**src/rtl/cpu_types_pkg.sv**
```systemverilog
// Shared CPU type definitions.
//   pc_state_t  : pipeline controller FSM state (RUN / HALTED)
//   hz_cause_t  : winning hazard cause, exported for debug and tracing
//   pipe_ctl_t  : packed bundle of PC / latch enables and flushes
//   REG_ZERO    : architectural zero register index
//   decode_cause: maps a hazard cause onto the enable/flush bundle
package cpu_types_pkg;

    typedef enum logic [0:0] {
        RUN    = 1'b0,
        HALTED = 1'b1
    } pc_state_t;

    typedef enum logic [2:0] {
        HZ_NONE    = 3'd0,
        HZ_DWAIT   = 3'd1,
        HZ_BRANCH  = 3'd2,
        HZ_LOADUSE = 3'd3,
        HZ_JUMP    = 3'd4,
        HZ_IMISS   = 3'd5
    } hz_cause_t;

    localparam logic [4:0] REG_ZERO = 5'd0;

    typedef struct packed {
        logic pc_en;
        logic ifid_en;
        logic idex_en;
        logic exmem_en;
        logic memwb_en;
        logic ifid_flush;
        logic idex_flush;
    } pipe_ctl_t;

    // Everything held, nothing flushed: used in reset and HALTED.
    localparam pipe_ctl_t CTL_HOLD = '0;

    function automatic pipe_ctl_t decode_cause(input hz_cause_t cause);
        pipe_ctl_t ctl;
        ctl = '{pc_en: 1'b1, ifid_en: 1'b1, idex_en: 1'b1, exmem_en: 1'b1,
                memwb_en: 1'b1, ifid_flush: 1'b0, idex_flush: 1'b0};
        case (cause)
            HZ_DWAIT: begin
                ctl = CTL_HOLD;
            end
            HZ_BRANCH: begin
                ctl.ifid_flush = 1'b1;
                ctl.idex_flush = 1'b1;
            end
            HZ_LOADUSE: begin
                // Hold PC and IF/ID, inject one bubble into ID/EX.
                ctl.pc_en      = 1'b0;
                ctl.ifid_en    = 1'b0;
                ctl.idex_flush = 1'b1;
            end
            HZ_JUMP: begin
                // Squash the delay-slot fetch.
                ctl.ifid_flush = 1'b1;
            end
            HZ_IMISS: begin
                // Keep PC, push a bubble into IF/ID, drain downstream.
                ctl.pc_en      = 1'b0;
                ctl.ifid_flush = 1'b1;
            end
            default: begin
            end
        endcase
        return ctl;
    endfunction

endpackage

```
**src/rtl/pipeline_control_if.sv**
```systemverilog
// Bundle of every pipeline-control signal except clock and reset.
//   inputs to the controller : ihit, dhit, mem_req, ex_load, ex_rd, id_rs,
//                              id_rt, id_care_rt, branch_taken, id_jump,
//                              mem_halt
//   outputs of the controller: pc_en, ifid_en, idex_en, exmem_en, memwb_en,
//                              ifid_flush, idex_flush, halt_out, stall_cnt,
//                              flush_cnt
// Modports: pcu (the controller) and tb (the environment driving it).
interface pipeline_control_if #(
    parameter int CNT_W  = 16,
    parameter int NREG_W = 5
);
    logic              ihit;
    logic              dhit;
    logic              mem_req;
    logic              ex_load;
    logic [NREG_W-1:0] ex_rd;
    logic [NREG_W-1:0] id_rs;
    logic [NREG_W-1:0] id_rt;
    logic              id_care_rt;
    logic              branch_taken;
    logic              id_jump;
    logic              mem_halt;

    logic              pc_en;
    logic              ifid_en;
    logic              idex_en;
    logic              exmem_en;
    logic              memwb_en;
    logic              ifid_flush;
    logic              idex_flush;
    logic              halt_out;
    logic [CNT_W-1:0]  stall_cnt;
    logic [CNT_W-1:0]  flush_cnt;

    modport pcu (
        input  ihit, dhit, mem_req, ex_load, ex_rd, id_rs, id_rt, id_care_rt,
               branch_taken, id_jump, mem_halt,
        output pc_en, ifid_en, idex_en, exmem_en, memwb_en, ifid_flush,
               idex_flush, halt_out, stall_cnt, flush_cnt
    );

    modport tb (
        output ihit, dhit, mem_req, ex_load, ex_rd, id_rs, id_rt, id_care_rt,
               branch_taken, id_jump, mem_halt,
        input  pc_en, ifid_en, idex_en, exmem_en, memwb_en, ifid_flush,
               idex_flush, halt_out, stall_cnt, flush_cnt
    );
endinterface

```
**src/rtl/hazard_detect.sv**
```systemverilog
// Combinational fixed-priority hazard encoder.
//   in : mem_req, dhit, branch_taken, ex_load, ex_rd, id_rs, id_rt,
//        id_care_rt, id_jump, ihit
//   out: cause (hz_cause_t) - highest-priority active hazard
// Priority: DWAIT > BRANCH > LOADUSE > JUMP > IMISS > NONE.
module hazard_detect
    import cpu_types_pkg::*;
#(
    parameter int NREG_W = 5
) (
    input  logic              mem_req,
    input  logic              dhit,
    input  logic              branch_taken,
    input  logic              ex_load,
    input  logic [NREG_W-1:0] ex_rd,
    input  logic [NREG_W-1:0] id_rs,
    input  logic [NREG_W-1:0] id_rt,
    input  logic              id_care_rt,
    input  logic              id_jump,
    input  logic              ihit,
    output hz_cause_t         cause
);

    logic dwait;
    logic load_use;

    // A completing access (dhit) releases the freeze on the same edge, so
    // evaluation falls through to the lower-priority rules.
    assign dwait = mem_req & ~dhit;

    // Register zero is hard-wired and can never carry a dependency.
    assign load_use = ex_load
                    & (ex_rd != NREG_W'(REG_ZERO))
                    & ((ex_rd == id_rs) | (id_care_rt & (ex_rd == id_rt)));

    always_comb begin
        cause = HZ_NONE;
        if (dwait) begin
            cause = HZ_DWAIT;
        end else if (branch_taken) begin
            cause = HZ_BRANCH;
        end else if (load_use) begin
            cause = HZ_LOADUSE;
        end else if (id_jump & ihit) begin
            cause = HZ_JUMP;
        end else if (~ihit) begin
            cause = HZ_IMISS;
        end
    end

endmodule

```
**src/rtl/pipeline_control_unit.sv**
```systemverilog
// Hazard and sequencing controller for the five-stage pipeline latches.
//   CLK  : system clock, rising edge
//   nRST : asynchronous active-low reset
//   bus  : pipeline_control_if.pcu - hazard inputs, PC/latch enables and
//          flushes, sticky halt_out, saturating stall_cnt / flush_cnt
// Holds the RUN/HALTED FSM and the counters; the hazard priority lives in
// hazard_detect. Enables and flushes are combinational in RUN.
module pipeline_control_unit
    import cpu_types_pkg::*;
#(
    parameter int CNT_W  = 16,
    parameter int NREG_W = 5
) (
    input  logic           CLK,
    input  logic           nRST,
    pipeline_control_if.pcu bus
);

    pc_state_t        state_reg;
    hz_cause_t        cause;
    pipe_ctl_t        ctl;
    logic             running;
    logic [CNT_W-1:0] stall_cnt_reg;
    logic [CNT_W-1:0] flush_cnt_reg;
    logic [CNT_W-1:0] stall_cnt_next;
    logic [CNT_W-1:0] flush_cnt_next;
    logic [CNT_W:0]   stall_sum;
    logic [CNT_W:0]   flush_sum;
    logic [1:0]       flush_inc;

    hazard_detect #(
        .NREG_W (NREG_W)
    ) u_hazard_detect (
        .mem_req      (bus.mem_req),
        .dhit         (bus.dhit),
        .branch_taken (bus.branch_taken),
        .ex_load      (bus.ex_load),
        .ex_rd        (bus.ex_rd),
        .id_rs        (bus.id_rs),
        .id_rt        (bus.id_rt),
        .id_care_rt   (bus.id_care_rt),
        .id_jump      (bus.id_jump),
        .ihit         (bus.ihit),
        .cause        (cause)
    );

    // nRST gates the outputs directly so they drop the instant reset
    // asserts, not at the next clock edge.
    assign running = nRST & (state_reg == RUN);

    always_comb begin
        ctl = CTL_HOLD;
        if (running) begin
            ctl = decode_cause(cause);
        end
    end

    assign bus.pc_en      = ctl.pc_en;
    assign bus.ifid_en    = ctl.ifid_en;
    assign bus.idex_en    = ctl.idex_en;
    assign bus.exmem_en   = ctl.exmem_en;
    assign bus.memwb_en   = ctl.memwb_en;
    assign bus.ifid_flush = ctl.ifid_flush;
    assign bus.idex_flush = ctl.idex_flush;
    assign bus.halt_out   = (state_reg == HALTED);
    assign bus.stall_cnt  = stall_cnt_reg;
    assign bus.flush_cnt  = flush_cnt_reg;

    // Saturating counters: one extra carry bit detects overflow, in which
    // case the counter pins at all-ones instead of wrapping.
    assign flush_inc = {1'b0, ctl.ifid_flush} + {1'b0, ctl.idex_flush};
    assign stall_sum = {1'b0, stall_cnt_reg} + (CNT_W+1)'(running & ~ctl.pc_en);
    assign flush_sum = {1'b0, flush_cnt_reg} + (CNT_W+1)'(flush_inc);

    always_comb begin
        stall_cnt_next = stall_sum[CNT_W] ? {CNT_W{1'b1}} : stall_sum[CNT_W-1:0];
        flush_cnt_next = flush_sum[CNT_W] ? {CNT_W{1'b1}} : flush_sum[CNT_W-1:0];
    end

    always_ff @(posedge CLK or negedge nRST) begin
        if (!nRST) begin
            state_reg     <= RUN;
            stall_cnt_reg <= '0;
            flush_cnt_reg <= '0;
        end else if (state_reg == RUN) begin
            // The halt edge still advances MEM/WB so the halt writes back.
            if (bus.mem_halt) begin
                state_reg <= HALTED;
            end
            stall_cnt_reg <= stall_cnt_next;
            flush_cnt_reg <= flush_cnt_next;
        end
    end

endmodule

```
**src/flat_wrapper.sv**
```systemverilog
// flat-port wrapper written by rule: the top's interface ports become plain ports
module pipeline_control_unit_flat import cpu_types_pkg::*;
#(
    parameter int CNT_W  = 16,
    parameter int NREG_W = 5
)
  (CLK, nRST, bus_ihit, bus_dhit, bus_mem_req, bus_ex_load, bus_ex_rd, bus_id_rs, bus_id_rt, bus_id_care_rt, bus_branch_taken, bus_id_jump, bus_mem_halt, bus_pc_en, bus_ifid_en, bus_idex_en, bus_exmem_en, bus_memwb_en, bus_ifid_flush, bus_idex_flush, bus_halt_out, bus_stall_cnt, bus_flush_cnt);
  pipeline_control_if #(.CNT_W(CNT_W), .NREG_W(NREG_W)) bus_i ();
  input  logic CLK;
  input  logic nRST;
  input wire logic [$bits(bus_i.ihit)-1:0] bus_ihit;
  input wire logic [$bits(bus_i.dhit)-1:0] bus_dhit;
  input wire logic [$bits(bus_i.mem_req)-1:0] bus_mem_req;
  input wire logic [$bits(bus_i.ex_load)-1:0] bus_ex_load;
  input wire logic [$bits(bus_i.ex_rd)-1:0] bus_ex_rd;
  input wire logic [$bits(bus_i.id_rs)-1:0] bus_id_rs;
  input wire logic [$bits(bus_i.id_rt)-1:0] bus_id_rt;
  input wire logic [$bits(bus_i.id_care_rt)-1:0] bus_id_care_rt;
  input wire logic [$bits(bus_i.branch_taken)-1:0] bus_branch_taken;
  input wire logic [$bits(bus_i.id_jump)-1:0] bus_id_jump;
  input wire logic [$bits(bus_i.mem_halt)-1:0] bus_mem_halt;
  output wire logic [$bits(bus_i.pc_en)-1:0] bus_pc_en;
  output wire logic [$bits(bus_i.ifid_en)-1:0] bus_ifid_en;
  output wire logic [$bits(bus_i.idex_en)-1:0] bus_idex_en;
  output wire logic [$bits(bus_i.exmem_en)-1:0] bus_exmem_en;
  output wire logic [$bits(bus_i.memwb_en)-1:0] bus_memwb_en;
  output wire logic [$bits(bus_i.ifid_flush)-1:0] bus_ifid_flush;
  output wire logic [$bits(bus_i.idex_flush)-1:0] bus_idex_flush;
  output wire logic [$bits(bus_i.halt_out)-1:0] bus_halt_out;
  output wire logic [$bits(bus_i.stall_cnt)-1:0] bus_stall_cnt;
  output wire logic [$bits(bus_i.flush_cnt)-1:0] bus_flush_cnt;
  assign bus_i.ihit = bus_ihit;
  assign bus_i.dhit = bus_dhit;
  assign bus_i.mem_req = bus_mem_req;
  assign bus_i.ex_load = bus_ex_load;
  assign bus_i.ex_rd = bus_ex_rd;
  assign bus_i.id_rs = bus_id_rs;
  assign bus_i.id_rt = bus_id_rt;
  assign bus_i.id_care_rt = bus_id_care_rt;
  assign bus_i.branch_taken = bus_branch_taken;
  assign bus_i.id_jump = bus_id_jump;
  assign bus_i.mem_halt = bus_mem_halt;
  assign bus_pc_en = bus_i.pc_en;
  assign bus_ifid_en = bus_i.ifid_en;
  assign bus_idex_en = bus_i.idex_en;
  assign bus_exmem_en = bus_i.exmem_en;
  assign bus_memwb_en = bus_i.memwb_en;
  assign bus_ifid_flush = bus_i.ifid_flush;
  assign bus_idex_flush = bus_i.idex_flush;
  assign bus_halt_out = bus_i.halt_out;
  assign bus_stall_cnt = bus_i.stall_cnt;
  assign bus_flush_cnt = bus_i.flush_cnt;
  pipeline_control_unit #(.CNT_W(CNT_W), .NREG_W(NREG_W)) u_core (.CLK(CLK), .nRST(nRST), .bus(bus_i));
endmodule
```
**config.mk**
```make
export PLATFORM = sky130hd
export DESIGN_NAME = pipeline_control_unit_flat
export DESIGN_NICKNAME = d
export VERILOG_FILES = /design/src/rtl/cpu_types_pkg.sv /design/src/rtl/pipeline_control_if.sv /design/src/rtl/hazard_detect.sv /design/src/rtl/pipeline_control_unit.sv /design/src/flat_wrapper.sv
export SDC_FILE = /design/constraint.sdc
export NUM_CORES = 1
export LEC_CHECK = 0
export CAP_MARGIN = 5
export CORE_ASPECT_RATIO = 0.5
export CORE_UTILIZATION = 45
export CTS_CLUSTER_DIAMETER = 60
export CTS_CLUSTER_SIZE = 25
export DETAILED_ROUTE_END_ITERATION = 8
export PLACE_DENSITY = 0.8
export SLEW_MARGIN = 20
export SYNTH_ARGS = -nofsm -noshare
export SYNTH_HDL_FRONTEND = slang
export SYNTH_SLANG_ARGS = --single-unit
```
**constraint.sdc**
```tcl
create_clock -name CLK -period 3.2 [get_ports CLK]
set_input_delay 0.48 -clock CLK [delete_from_list [all_inputs] [get_ports CLK]]
set_output_delay 0.48 -clock CLK [all_outputs]
set_load 0.005 [all_outputs]
```
==> results of run 1 <==
==> power by group through the flow <==
stage,Clock (uW),Sequential (uW),Combinational [uW]
5_1_grt,347,426,96.1
3_5_place_dp,0,433,86.2
6_report,321,425,87.5
2_1_floorplan,0,433,20.4
3_3_place_gp,0,433,83.9
4_1_cts,327,425,87.0
==> cells by family (layout without fill, tap and decap cells) <==
logic type                 Yosys count  after routing  synth area share, %
muxes                                6              6                3.304
and+or+nand+nor                     79             79                21.89
DFF                                 33             33                45.42
xor gates and xnor gates            28             28                13.49
adders and majority gates            4              4                3.166
buffers and inverters               12            102                3.785
AOI/OAI and AO/OA                   26             26                8.947
==> repair_timing <==
item	4_1_cts	5_1_grt
setup endpoints to repair	0	34
endpoints found under the hold margin	0	0
resized for setup	0	19
setup buffers	0	1
==> layer usage <==
metal | up-vias | part of all wire, %
li1 | 827 | -
met1 | 788 | 43
met2 | 54 | 50
met3 | 5 | 6.4
met4 | 0 | 0.88
met5 | - | 0
==> critical path: stages <==
cell and delay, ns:
sky130_fd_sc_hd__clkdlybuf4s50_1 0.46, sky130_fd_sc_hd__or4_1 0.52, sky130_fd_sc_hd__o21ai_2 0.20, sky130_fd_sc_hd__nor2_2 0.07
sky130_fd_sc_hd__buf_4 0.16, sky130_fd_sc_hd__a21boi_0 0.16, sky130_fd_sc_hd__clkdlybuf4s50_1 0.53
==> final cells by class <==
| cell class | instances | area [um^2] | area share (%) |
|---|---|---|---|
| multi-input cells | 143 | 957.2 | 34.23 |
| repair buffers | 89 | 837.1 | 29.93 |
| flip-flops and latches | 33 | 825.8 | 29.53 |
| clock buffers | 6 | 82.58 | 2.953 |
| well taps | 51 | 63.81 | 2.282 |
| inverters | 6 | 22.52 | 0.8054 |
| clock inverters | 1 | 7.507 | 0.2685 |
==> cell usage in the layout (no fill, tap or decap), drive strengths merged, types with 2 or more instances in the layout <==
cell | synthesis | final
a21boi | 2 | 2
a21oi | 6 | 6
a31oi | 2 | 2
a41oi | 2 | 2
and3 | 7 | 7
and4 | 3 | 3
buf | 6 | 25
clkbuf | 0 | 6
clkdlybuf4s50 | 0 | 61
dfrtp | 33 | 33
dlymetal6s2s | 0 | 3
ha | 3 | 3
inv | 6 | 6
mux2i | 6 | 6
nand2 | 30 | 30
nand3 | 9 | 9
nand4 | 3 | 3
nor2 | 11 | 11
nor2b | 5 | 5
nor3 | 2 | 2
o211ai | 2 | 2
o21ai | 8 | 8
xnor2 | 8 | 8
xor2 | 20 | 20
==> worst paths after layout <==
kind,startpoint,to,slack (ns),depth (start not counted)
setup / recovery,bus_ex_rd[1],bus_ifid_en,0.15,7
hold / removal,u_core.bus.flush_cnt[12]$_DFFE_PN0N_,u_core.bus.flush_cnt[12]$_DFFE_PN0N_,0.53,1
setup reg to reg,u_core.bus.halt_out$_DFF_PN0_,u_core.bus.flush_cnt[14]$_DFFE_PN0N_,0.56,13
hold reg to reg,u_core.bus.flush_cnt[12]$_DFFE_PN0N_,u_core.bus.flush_cnt[12]$_DFFE_PN0N_,0.53,1
max in group asynchronous,nRST,u_core.bus.flush_cnt[3]$_DFFE_PN0N_,2.22,3
min in group asynchronous,nRST,u_core.bus.stall_cnt[8]$_DFFE_PN0N_,0.64,2
==> per-stage QoR <==
| step | worst slack [ns] | setup TNS [ns] | utilization (%) | hold slack, ns | power [uW] |
|---|---|---|---|---|---|
| 2_1_floorplan | 0.2966 | 0 | - | 0.1844 | 453.2 |
| 3_3_place_gp | -0.2139 | -3.922 | 72.75 | 0.4797 | 517.0 |
| 3_5_place_dp | -0.2926 | -5.968 | 72.75 | 0.5256 | 519.1 |
| 4_1_cts | 0.004652 | 0 | 75.22 | 0.5361 | 838.6 |
| 5_1_grt | -0.04049 | -0.3116 | 76.80 | 0.5510 | 868.8 |
| 6_report | 0.1458 | 0 | 76.80 | 0.5288 | 833.6 |
==> summary.txt, run 1 <==
DRT
------------------------------------------------------------------------------
Detailed-route wire length                                             4642 um
Average routed wire per standard cell                                 14.11 um
Antenna-violating nets left                                                  0
DRC viols                                                                    0
Drt first-iter violations                                                   79
Vias per cell                                                            5.088
1st-pass router iterations                                                   4
Total vias in the final route                                             1674

SYNTH
------------------------------------------------------------------------------
Total standard cell area after synthesis                             1818 um^2
Number of synthesized register bits                                         33
Mean Syn Cell Area                                                  9.670 um^2
Count of cell types in the netlist                                          37
Area share of the largest cell type after synthesis                     45.42%
Top post-synthesis cells by area                                  sky130_fd_sc_hd__dfrtp_1 45%, sky130_fd_sc_hd__xor2_1 9.6%, sky130_fd_sc_hd__nand2_1 6.2%
Most frequently used cell type in the post-synthesis netlist      sky130_fd_sc_hd__dfrtp_1
Total number of yosys warnings                                               0
Number of flops mapped to enable cells by yosys                              0
Sequential cell area fraction in the yosys report                       45.42%
Mapped Nets                                                                217
Most numerous cell types in the synthesized netlist               33 x sky130_fd_sc_hd__dfrtp_1, 30 x sky130_fd_sc_hd__nand2_1, 20 x sky130_fd_sc_hd__xor2_1
Top flip-flop cell by instance count after synthesis              sky130_fd_sc_hd__dfrtp_1
Most area-hungry cell type in the Yosys netlist                   sky130_fd_sc_hd__dfrtp_1
Async set-or-reset flop fraction in the synthesized netlist             100.0%
Syn Inst Count                                                             188

TIMING
------------------------------------------------------------------------------
Setup violations, final                                                      0
Final critical-path share of the clock period                           95.44%
Final critical-path required period                                   3.054 ns
Number of max-slew violations in the final report                            0
Endpoints failing hold                                                       0
Slew at the pin with the worst max-slew slack                        0.3260 ns
Relative slew slack                                                     78.27%
Final clock skew                                                   0.009999 ns
Maximum operating frequency                                          327.4 MHz

FLOORPLAN
------------------------------------------------------------------------------
Height of the die                                                     46.95 um
Overall die width                                                     91.89 um
I/O pin count                                                               65
Starting density of the core                                            49.93%
Core Area                                                            3641 um^2
Die area                                                             4314 um^2
FP Rows                                                                     15

CLOCK NETWORK
------------------------------------------------------------------------------
Count of hold buffers inserted by post-cts repair                            0
Cell chosen for the clock root                                    sky130_fd_sc_hd__clkbuf_8
CTS H-Tree Depth                                                             2
Clock sink count                                                            33
Clock slew at reported path FFs                                        0.06 ns
Number of buffers on the longest clock path                                  2
TritonCTS clock tree                                                      done
Clock insertion delay at the later pin of the skew report              0.29 ns
CTS Buf Count                                                                5

GLOBAL ROUTING
------------------------------------------------------------------------------
M3 GR Usage                                                             5.663%
Routing usage on met2                                                   41.79%
GR Util All Layers                                                      22.17%
Gr busiest metal                                                          met2
M1 GR Usage                                                             26.02%
Antenna violations before repair                                             0
Aggregate global routing overflow                                            0
Pin count of the biggest net entering global routing                        17
Vias in the first global route                                            1576
Global-route wire length before repair                                 7162 um

PLACED DESIGN
------------------------------------------------------------------------------
Buffers added on ports                                                      64
Last weighted congestion value of the routability-driven placer         0.8703
Count of placed standard cells including taps                              320
Dpl cell area                                                        2649 um^2
Half-perimeter wire length of the detailed placement result            3555 um

POWER
------------------------------------------------------------------------------
Internal Power                                                        643.2 uW
Net switching power                                                   190.5 uW
Cell Pwr Density                                                  298.1 nW/um^2
Switching fraction of total power                                       22.85%
Sequential cell fraction of total power                                  51.0%
Leakage power of the design                                        0.001404 uW
Part of the power in combinational logic                                 10.5%
Power share of the clock group                                           38.5%
Worst IR drop on VDD                                                 0.2007 mV

FINAL LAYOUT
------------------------------------------------------------------------------
Antenna cell count                                                           0
Post-layout instance area                                            2796 um^2
Final cell count without fillers                                           329
Share of cells above drive strength 1                                   15.83%
Number of fillers in the final layout                                      257
Layout Area Growth over Synthesis                                       53.82%
Final #Nets                                                                307

CRITICAL PATH
------------------------------------------------------------------------------
Worst path arrival time                                                2.57 ns
Worst setup EP type                                                output port
Maximum fanout along the worst path                                          4
Required time at the worst-slack endpoint                              2.72 ns
Category of the critical setup timing path                           in -> out
Category of the worst setup path launch point                        input pin

STATUS
------------------------------------------------------------------------------
Result of the run                                                    completed

MIN PATH
------------------------------------------------------------------------------
Worst Hold Class                                                    reg -> reg

FLOW RUN
------------------------------------------------------------------------------
Max-cap check violation count                                                0

No activity file was read; power rests on OpenSTA's default activity.
==> run 2: changes to the inputs <==
CORE_UTILIZATION = 46   (was 45)
GPL_TIMING_DRIVEN = 0   (was unset)
RECOVER_POWER = 25   (was unset)
SYNTH_HIERARCHICAL = 1   (was unset)
==> run 2 against run 1 <==
The run now ends with setup timing left. Worst hold slack worse by 0.41 ns. Register-to-register slack worse by 0.26 ns. Die area increased by 6.8%. Routed wire length grew 19%. Critical endpoint is now u_core/bus.flush_cnt[13]$_DFFE_PN0N_. Largest cell class unchanged. Largest power group unchanged. Highest routed layer unchanged.
==> summary.txt, run 2 <==
FINAL LAYOUT
------------------------------------------------------------------------------
Final cell count without fillers                                           346   +5.2%
Most common cell after layout, fill and taps aside                sky130_fd_sc_hd__clkdlybuf4s50_1
Commonest cells after routing, fill and taps aside                48 x sky130_fd_sc_hd__clkdlybuf4s50_1, 33 x sky130_fd_sc_hd__dfrtp_1, 26 x sky130_fd_sc_hd__nand2_1
Antenna cell count                                                           0   unchanged
Layout Area Growth over Synthesis                                       52.01%
Final #Nets                                                                321   +4.6%
Utilization of the core after routing                                   75.16%   -1.6 points
Share of cells above drive strength 1                                   25.00%   +9.2 points

FLOORPLAN
------------------------------------------------------------------------------
Die area                                                             4608 um^2   +6.8%
Overall die width                                                     95.01 um   +3.4%
Starting density of the core                                            49.44%   -0.49 points
Height of the die                                                     48.50 um   +3.3%
I/O pin count                                                               65   unchanged
FP Rows                                                                     16   +1
Core Area                                                            4024 um^2   +11%

STATUS
------------------------------------------------------------------------------
Result of the run                                                 finished with violations
Violated checks                                                   setup timing

SYNTH
------------------------------------------------------------------------------
Top post-synthesis cells by area                                  sky130_fd_sc_hd__dfrtp_1 42%, sky130_fd_sc_hd__xor2_1 6.2%, sky130_fd_sc_hd__xnor2_1 5.7%
Most frequently used cell type in the post-synthesis netlist      sky130_fd_sc_hd__dfrtp_1
Async set-or-reset flop fraction in the synthesized netlist             100.0%   unchanged
Top flip-flop cell by instance count after synthesis              sky130_fd_sc_hd__dfrtp_1
Count of cell types in the netlist                                          46   +24%
Most numerous cell types in the synthesized netlist               33 x sky130_fd_sc_hd__dfrtp_1, 26 x sky130_fd_sc_hd__nand2_1, 14 x sky130_fd_sc_hd__xor2_1
Area share of the largest cell type after synthesis                     41.51%   -3.9 points
Mean Syn Cell Area                                                  9.564 um^2   -1.1%
Total number of yosys warnings                                               6   +6
Mapped Nets                                                                237   +9.2%
Number of synthesized register bits                                         33   unchanged
Total standard cell area after synthesis                             1989 um^2   +9.4%
Most area-hungry cell type in the Yosys netlist                   sky130_fd_sc_hd__dfrtp_1
Syn Inst Count                                                             208   +11%
Sequential cell area fraction in the yosys report                       41.51%   -3.9 points
Number of flops mapped to enable cells by yosys                              0   unchanged

CRITICAL PATH
------------------------------------------------------------------------------
Worst setup EP type                                                       flop
Worst-case reg-to-reg path depth                                             9   -4
Category of the critical setup timing path                           in -> reg
Required time at the worst-slack endpoint                              3.36 ns   +0.64 ns
Critical Path Max Stage Delay                                          0.46 ns   -0.07 ns
CP Cell Sequence                                                  buf_8 -> xor2_2 -> nor4_2 -> a32oi_2 -> o21a_1 -> nand2b_4 -> nor2_4 -> a21oi_2 -> or2_4 -> fa_2 -> or3b_4 -> nor4_4 -> and3_1 -> o21ai_1
CP bufs+invs                                                                 1   -2
Category of the worst setup path launch point                        input pin
Largest delay contributor family on the critical path             simple AND/OR/NAND/NOR gates
Critical path's slowest cell                                      sky130_fd_sc_hd__or3b_4
Worst path arrival time                                                3.51 ns   +0.94 ns
Maximum fanout along the worst path                                          5   +1
Number of cells on the critical path                                        14   +7

TIMING
------------------------------------------------------------------------------
Setup violations, final                                                      4   +4
Final setup TNS                                                     -0.3216 ns   -0.3216 ns
Final critical-path required period                                   3.348 ns   +0.2938 ns
Unrepaired setup endpoints after global routing                           true
Worst hold margin                                                    0.1226 ns   -0.4062 ns
Relative slew slack                                                     68.24%   -10 points
Endpoints failing hold                                                       0   unchanged
Final clock skew                                                   0.005389 ns   -0.004610 ns
Worst setup margin                                                  -0.1480 ns   -0.2938 ns
Number of max-slew violations in the final report                            0   unchanged
Slew at the pin with the worst max-slew slack                        0.4764 ns   +0.1504 ns
Final critical-path share of the clock period                           104.6%   +9.2 points
Maximum operating frequency                                          298.7 MHz   -8.8%

PLACED DESIGN
------------------------------------------------------------------------------
Last weighted congestion value of the routability-driven placer         0.7784   -11%
Buffers added on ports                                                      64   unchanged
Count of placed standard cells including taps                              327   +2.2%
Half-perimeter wire length of the detailed placement result            3428 um   -3.6%

CLOCK NETWORK
------------------------------------------------------------------------------
Clock slew at reported path FFs                                        0.07 ns   about the same
TritonCTS clock tree                                                      done
Cell chosen for the clock root                                    sky130_fd_sc_hd__clkbuf_8
CTS Buf Count                                                                5   unchanged
CTS H-Tree Depth                                                             2   unchanged
Clock sink count                                                            33   unchanged
Clock insertion delay at the later pin of the skew report              0.28 ns   about the same
Number of buffers on the longest clock path                                  2   unchanged

GLOBAL ROUTING
------------------------------------------------------------------------------
Aggregate global routing overflow                                            0   unchanged
Global-route wire length before repair                                 8424 um   +18%
Antenna violations before repair                                             0   unchanged
Pin count of the biggest net entering global routing                        29   +12
GR Util All Layers                                                      23.80%   +1.6 points
Vias in the first global route                                            1827   +16%

MIN PATH
------------------------------------------------------------------------------
Worst Hold Class                                                   in -> async

FLOW RUN
------------------------------------------------------------------------------
Max-cap check violation count                                                0   unchanged

DRT
------------------------------------------------------------------------------
DRC viols                                                                    0   unchanged
Average routed wire per standard cell                                 16.01 um   +13%
Detailed-route wire length                                             5540 um   +19%
Antenna-violating nets left                                                  0   unchanged
Drt first-iter violations                                                   76   -3.8%
Total vias in the final route                                             1889   +13%
Vias per cell                                                            5.460   +7.3%
1st-pass router iterations                                                   4   unchanged

POWER
------------------------------------------------------------------------------
Cell Pwr Density                                                  282.9 nW/um^2   -5.1%
Overall power consumption                                             855.4 uW   +2.6%
Worst IR drop on VDD                                                 0.1421 mV   -29%
Leakage power of the design                                        0.001414 uW   +0.68%

## run 2: cells by family after synthesis
group                      share of synthesized area (%)
buffers and inverters                              3.711
adders and majority gates                          2.893
and+or+nand+nor                                    29.31
DFF                                                41.51
AOI/OAI and AO/OA                                  9.686
muxes                                              1.006
xor gates and xnor gates                           11.89
## run 2: what timing repair did
item,4_1_cts,5_1_grt
hold buffers,0,0
resized for setup,51,16
endpoints found under the setup margin,35,29
setup buffers,7,5
pin swaps,20,18
## run 2: worst paths after layout
path / from / to / slack [ns]
setup / recovery: bus_ex_rd[1] / u_core/bus.flush_cnt[13]$_DFFE_PN0N_ / -0.15
hold reg to reg: u_core/bus.stall_cnt[15]$_DFFE_PN0N_ / u_core/bus.stall_cnt[15]$_DFFE_PN0N_ / 0.53
max in group asynchronous: nRST / u_core/bus.flush_cnt[8]$_DFFE_PN0N_ / 2.57
hold / removal: nRST / u_core/bus.stall_cnt[14]$_DFFE_PN0N_ / 0.12
setup reg to reg: u_core/bus.halt_out$_DFF_PN0_ / u_core/bus.flush_cnt[13]$_DFFE_PN0N_ / 0.30
min in group CLK: u_core/bus.stall_cnt[15]$_DFFE_PN0N_ / u_core/bus.stall_cnt[15]$_DFFE_PN0N_ / 0.53
## run 2: power by group
| group | internal (uW) | leakage [uW] | switching [uW] | total, uW |
|---|---|---|---|---|
| registers | 421 | 0.000444 | 5.11 | 426 |
| logic | 57.6 | 0.000926 | 53.7 | 111 |
| clock network | 171 | 0.0000443 | 147 | 318 |
| total | 649 | 0.00141 | 206 | 855 |
## run 2: per-stage QoR
step / cell area (um^2) / setup slack (ns)
2_1_floorplan: 2018 / 0.005700
3_3_place_gp: 2726 / -1.163
3_5_place_dp: 2741 / -0.7848
4_1_cts: 2934 / 0.01174
5_1_grt: 3024 / -0.2876
6_report: 3024 / -0.1480
## run 2: layout make-up
| cell class | count | area, um^2 |
|---|---|---|
| Buffer | 5 | 36.28 |
| Tap cell | 54 | 67.56 |
| Multi-Input combinational cell | 160 | 1256 |
| Fill cell | 281 | 999.7 |
| Clock buffer | 7 | 86.33 |
| Sequential cell | 33 | 825.8 |
| Timing Repair Buffer | 77 | 714.4 |
| Inverter | 10 | 37.54 |
## run 2: metal layers
layer	GRT usage [%]	routed length [um]	up-vias
li1	-	-	901
met1	29.55	2287	912
met2	41.01	2906	59
met3	4.874	198	17
met4	8.586	148	0
met5	0	0	-
